===== src/rtl/mv_find_topk.sv =====
// Streaming top-K tracker: keeps the K best-scoring samples of a frame, ranked,
// with their position tags. One sample per cycle, single-cycle sorted insertion.
//
// state  | meaning
// S_IDLE | waiting for iStart; table holds the last frame's result
// S_ACC  | accumulating samples into the ranked table
// S_DONE | one-cycle result strobe, table final
module mv_find_topk #(
    parameter int DATA_W   = 32,
    parameter int POS_W    = 13,
    parameter int K        = 4,
    parameter int FIND_MIN = 0,
    localparam int CNT_W   = $clog2(K + 1)
) (
    input  logic                  iClk,
    input  logic                  iReset,
    input  logic                  iStart,
    input  logic                  iValid,
    input  logic                  iLast,
    input  logic [DATA_W-1:0]     iData_in,
    input  logic [POS_W-1:0]      iPosition,
    output logic [K*DATA_W-1:0]   oMax_val,
    output logic [K*POS_W-1:0]    oPosition,
    output logic [CNT_W-1:0]      oCount,
    output logic                  oValid,
    output logic                  oBusy
);

    typedef enum logic [1:0] {
        S_IDLE = 2'd0,
        S_ACC  = 2'd1,
        S_DONE = 2'd2
    } state_t;

    state_t             r_state;
    state_t             w_next;
    logic               r_valid;
    logic               r_busy;
    logic [CNT_W-1:0]   r_count;
    logic [DATA_W-1:0]  r_val [K];
    logic [POS_W-1:0]   r_pos [K];

    logic               w_take;
    logic [CNT_W-1:0]   w_base_cnt;
    logic [CNT_W-1:0]   w_new_cnt;
    logic [DATA_W-1:0]  w_base_val  [K];
    logic [POS_W-1:0]   w_base_pos  [K];
    logic [DATA_W-1:0]  w_shift_val [K];
    logic [POS_W-1:0]   w_shift_pos [K];
    logic [DATA_W-1:0]  w_new_val   [K];
    logic [POS_W-1:0]   w_new_pos   [K];
    logic [K-1:0]       w_ins;
    logic [K-1:0]       w_first;

    always_comb begin
        w_next = r_state;
        if (iStart) begin
            w_next = (iValid && iLast) ? S_DONE : S_ACC;
        end else begin
            case (r_state)
                S_IDLE:  w_next = S_IDLE;
                S_ACC:   if (iValid && iLast) w_next = S_DONE;
                S_DONE:  w_next = S_IDLE;
                default: w_next = S_IDLE;
            endcase
        end
    end

    assign w_take = iValid && (iStart || (r_state == S_ACC));

    // A start in the same cycle as a sample inserts into an already-cleared table.
    always_comb begin
        w_base_cnt = iStart ? '0 : r_count;
        for (int i = 0; i < K; i++) begin
            w_base_val[i] = iStart ? '0 : r_val[i];
            w_base_pos[i] = iStart ? '0 : r_pos[i];
        end
    end

    // Table is kept sorted, so w_ins is a thermometer: 0s above the slot, 1s from it down.
    always_comb begin
        w_ins = '0;
        for (int i = 0; i < K; i++) begin
            if (i >= int'(w_base_cnt)) begin
                w_ins[i] = 1'b1;
            end else if (FIND_MIN != 0) begin
                w_ins[i] = (iData_in < w_base_val[i]);
            end else begin
                w_ins[i] = (iData_in > w_base_val[i]);
            end
        end
    end

    always_comb begin
        w_first        = '0;
        w_shift_val    = '{default: '0};
        w_shift_pos    = '{default: '0};
        w_first[0]     = w_ins[0];
        w_shift_val[0] = iData_in;
        w_shift_pos[0] = iPosition;
        for (int i = 1; i < K; i++) begin
            w_first[i]     = w_ins[i] && !w_ins[i-1];
            w_shift_val[i] = w_base_val[i-1];
            w_shift_pos[i] = w_base_pos[i-1];
        end
    end

    always_comb begin
        w_new_val = '{default: '0};
        w_new_pos = '{default: '0};
        for (int i = 0; i < K; i++) begin
            if (!w_ins[i]) begin
                w_new_val[i] = w_base_val[i];
                w_new_pos[i] = w_base_pos[i];
            end else if (w_first[i]) begin
                w_new_val[i] = iData_in;
                w_new_pos[i] = iPosition;
            end else begin
                w_new_val[i] = w_shift_val[i];
                w_new_pos[i] = w_shift_pos[i];
            end
        end
    end

    always_comb begin
        w_new_cnt = w_base_cnt;
        if ((|w_ins) && (w_base_cnt != CNT_W'(K))) begin
            w_new_cnt = w_base_cnt + 1'b1;
        end
    end

    always_ff @(posedge iClk or posedge iReset) begin
        if (iReset) begin
            r_state <= S_IDLE;
            r_valid <= 1'b0;
            r_busy  <= 1'b0;
            r_count <= '0;
            r_val   <= '{default: '0};
            r_pos   <= '{default: '0};
        end else begin
            r_state <= w_next;
            r_valid <= (w_next == S_DONE);
            r_busy  <= (w_next == S_ACC);
            if (w_take) begin
                r_count <= w_new_cnt;
                r_val   <= w_new_val;
                r_pos   <= w_new_pos;
            end else if (iStart) begin
                r_count <= '0;
                r_val   <= '{default: '0};
                r_pos   <= '{default: '0};
            end
        end
    end

    always_comb begin
        oMax_val  = '0;
        oPosition = '0;
        for (int i = 0; i < K; i++) begin
            oMax_val[i*DATA_W +: DATA_W] = r_val[i];
            oPosition[i*POS_W +: POS_W]  = r_pos[i];
        end
    end

    assign oCount = r_count;
    assign oValid = r_valid;
    assign oBusy  = r_busy;

endmodule


===== config.mk =====
export PLATFORM = sky130hd
export DESIGN_NAME = mv_find_topk
export DESIGN_NICKNAME = d
export VERILOG_FILES = /design/src/rtl/mv_find_topk.sv
export SDC_FILE = /design/constraint.sdc
export NUM_CORES = 1
export LEC_CHECK = 0
export CELL_PAD_IN_SITES_DETAIL_PLACEMENT = 0
export CELL_PAD_IN_SITES_GLOBAL_PLACEMENT = 1
export CORE_UTILIZATION = 36
export DETAILED_ROUTE_END_ITERATION = 6
export PLACE_DENSITY_LB_ADDON = 0.1
export SYNTH_ARGS = -nofsm -noshare
export SYNTH_HDL_FRONTEND = slang
export SYNTH_SLANG_ARGS = --single-unit

===== constraint.sdc =====
create_clock -name iClk -period 6 [get_ports iClk]
set_clock_uncertainty 0.15 [all_clocks]
set_input_delay 1.2 -clock iClk [delete_from_list [all_inputs] [get_ports iClk]]
set_output_delay 1.2 -clock iClk [all_outputs]
set_load 0.02 [all_outputs]

==> impl_metrics.py <==
metrics = {
    "logic_synthesis": {
        "yosysWarnings": 0,
        "synthCells": 1321,
        "async_flop_share_pct": 100.0,
        "syn_nets": 1502,
        "ys_seq_area_share_pct": 39.88,
        "synth_area_um2": 11730,
        "synth_edf_count": 0,
        "synth_common_cells": "272 x nand2_1, 187 x dfrtp_1, 131 x ha_1",
        "synth_most_common_cell": "nand2_1",
        "yosys-top-cells-area": "dfrtp_1 40%, ha_1 14%, nand2_1 8.7%",
        "ys_types": 54,
        "post_synth.cell_area_avg_um2": 8.882,
        "yosysTopAreaCell": "dfrtp_1",
        "synth_top_area_share_pct": 39.88,
        "ys_ff_latch": 187,
        "synth_flop_cell": "dfrtp_1",
    },
    "sta": {
        "finalCritPeriodShare_pct": 83.91,
        "rsz0062_at_grt": "false",
        "holdWs_ns": 0.3395,
        "slew_violations": 0,
        "fmax_mhz": 198.6,
        "period_needed_ns": 5.035,
        "worst_pin_slew_ns": 1.118,
        "tns_ns": 0,
        "layout_setup_ws_ns": 0.9655,
        "setup_viol": 0,
        "slew_headroom_pct": 25.45,
        "hold_viol": 0,
    },
    "place": {
        "gp_congestion": 0.8364,
        "dp.cells": 1940,
        "io_buffers": 234,
        "post-place-ws_ns": 0.5011,
        "hpwlAfterDp_um": 27690,
    },
    "clocking": {
        "clock_latency_ns": 0.46,
        "cts_max_level": 4,
        "cts-root-buf": "clkbuf_16",
        "cts_buffers": 17,
        "cts_resized": 0,
        "postCtsSetupBuffers": 0,
        "cts_buffer_depth": 2,
        "cts_hold_buffers": 0,
        "cts_tree": "done",
        "clk_pin_slew_ns": 0.09,
        "clock_sinks": 187,
    },
    "routing": {
        "drt_first_pass_iters": 5,
        "drtAntennaViolNets": 0,
        "wl_per_cell_um": 20.02,
        "dr_total_vias": 10491,
        "drc": 0,
        "viasPerCell": 5.315,
        "first_iter_violations": 568,
        "drt_wl_total_um": 39520,
    },
    "worst_setup_path": {
        "crit_path_start_kind": "input port",
        "reg2reg_slack_ns": 2.12,
        "path_max_fanout": 48,
        "endpoint_kind": "flop",
        "required_ns": 6.22,
        "crit_type": "in2reg",
        "worstRegToRegCells": 12,
        "critPathArrivalTime_ns": 5.25,
    },
    "min_path": {
        "hold_class": "reg2reg",
        "hold-path-cell-count": 2,
    },
    "global_route": {
        "grt_pass1_wl_um": 61580,
        "grt_pass1_vias": 10435,
        "gr-total-overflow": 0,
        "grt_usage_pct": 24.04,
        "grt_max_degree": 153,
        "antenna_found_initial": 3,
    },
    "cells_and_area": {
        "syn2layout_area_growth_pct": 30.05,
        "finalNonFillerCells": 1974,
        "drive_above_1_share_pct": 5.140,
        "final_nets": 1705,
    },
    "power_and_ir_drop": {
        "leakage_nw": 6.125,
        "powerDensity_nw_per_um2": 253.5,
        "ir_drop_uv": 191.1,
    },
    "die": {
        "io_pins": 235,
        "rows": 65,
        "die_width_um": 182.5,
        "dieHeight_um": 182.5,
        "start_util_pct": 36.90,
        "coreArea_um2": 31800,
        "die-area_um2": 33320,
    },
    "status": {
        "status": "finished clean",
    },
    "run": {
        "drv_cap": 0,
    },
}
[flip-flops by register name, indices dropped and copies added, names as in the netlist]
name and flops:
oCount 3, oBusy 1, r_state 2, oValid 1, oPosition 52, oMax_val 128
[through the flow]
stage                     cell area (um2)  total power [mW]  utilization [%]
after floorplan                     11740             2.146                -
after global placement              14630             2.691            46.02
after detailed placement            14630             2.700            46.02
after CTS                           15250             3.911            47.97
after global routing                15260             4.075            47.98
final                               15260             3.868            47.99
[final cells by class]
type,count,area (um2)
Clock inverter,15,195.2
Fill cell,3063,16540
Timing Repair Buffer,263,2630
Antenna cell,2,5.005
Inverter,41,160.2
Sequential cell,187,4679
Tap cell,435,544.3
Clock buffer,17,425.4
Multi-Input combinational cell,1014,6620
[power breakdown]
| part | switching (mW) | internal, mW | leakage [nW] |
|---|---|---|---|
| registers | 0.103 | 1.39 | 2.43 |
| clock network | 0.622 | 0.575 | 0.295 |
| logic | 0.677 | 0.497 | 3.40 |
| total | 1.40 | 2.47 | 6.13 |
[worst max-delay path, stage by stage]
cell       delay (ns)
buf_2            0.13
inv_4            0.43
buf_4            0.31
buf_4            0.20
nand2_1          0.11
ha_1             0.29
nand4_1          0.22
nor4_1           0.40
a21bo_2          0.27
a31oi_2          0.33
o41ai_4          0.12
nor2_1           0.86
a22oi_1          0.14
o2bb2ai_1        0.20
[cells in the final DEF (no fill, tap or decap), types with 3 or more instances in the layout]
cell and instances:
a21o_1 12, nor2b_1 52, dfrtp_1 187, nor4_1 6, inv_1 39, clkbuf_16 17, nand2b_1 6, nor3_1 6
a22oi_1 14, a31oi_1 18, mux2i_1 47, o21a_1 32, inv_12 3, nand3b_1 12, o2bb2ai_1 13, buf_12 6
clkinv_8 5, o21ai_0 105, nor2_4 3, ha_1 131, buf_4 23, o211ai_1 32, nand3_1 17, nor2_1 56
a211oi_1 35, nand2_1 272, clkdlybuf4s50_1 233, a21oi_1 82, nand4_1 27
[per-layer routing]
metal / track usage [%] / share of wire, % / vias to the layer above
met5: 0 / 0 / -
met3: 3.931 / 4.7 / 20
met4: 5.176 / 0.95 / 0
li1: - / - / 5127
met1: 32.42 / 46 / 5072
met2: 40.34 / 48 / 272
[cell families after synthesis]
family	Yosys count	share of synthesized area (%)
compound gates	368	20.04
xor+xnor	2	0.1493
fa+ha+maj	131	13.97
buf+inv	120	4.063
flops	187	39.88
mux	49	4.201
simple gates	464	17.70
[path summary, 6_finish.rpt]
path                               startpoint            end
worst max-delay path                   iStart  oPosition[13]
min in group asynchronous              iReset  oPosition[45]
max in group asynchronous              iReset  oMax_val[115]
worst min-delay path            oPosition[46]  oPosition[46]
worst min register to register  oPosition[46]  oPosition[46]
worst max register to register   oMax_val[94]      oCount[1]
No activity file was read; power rests on OpenSTA's default activity.
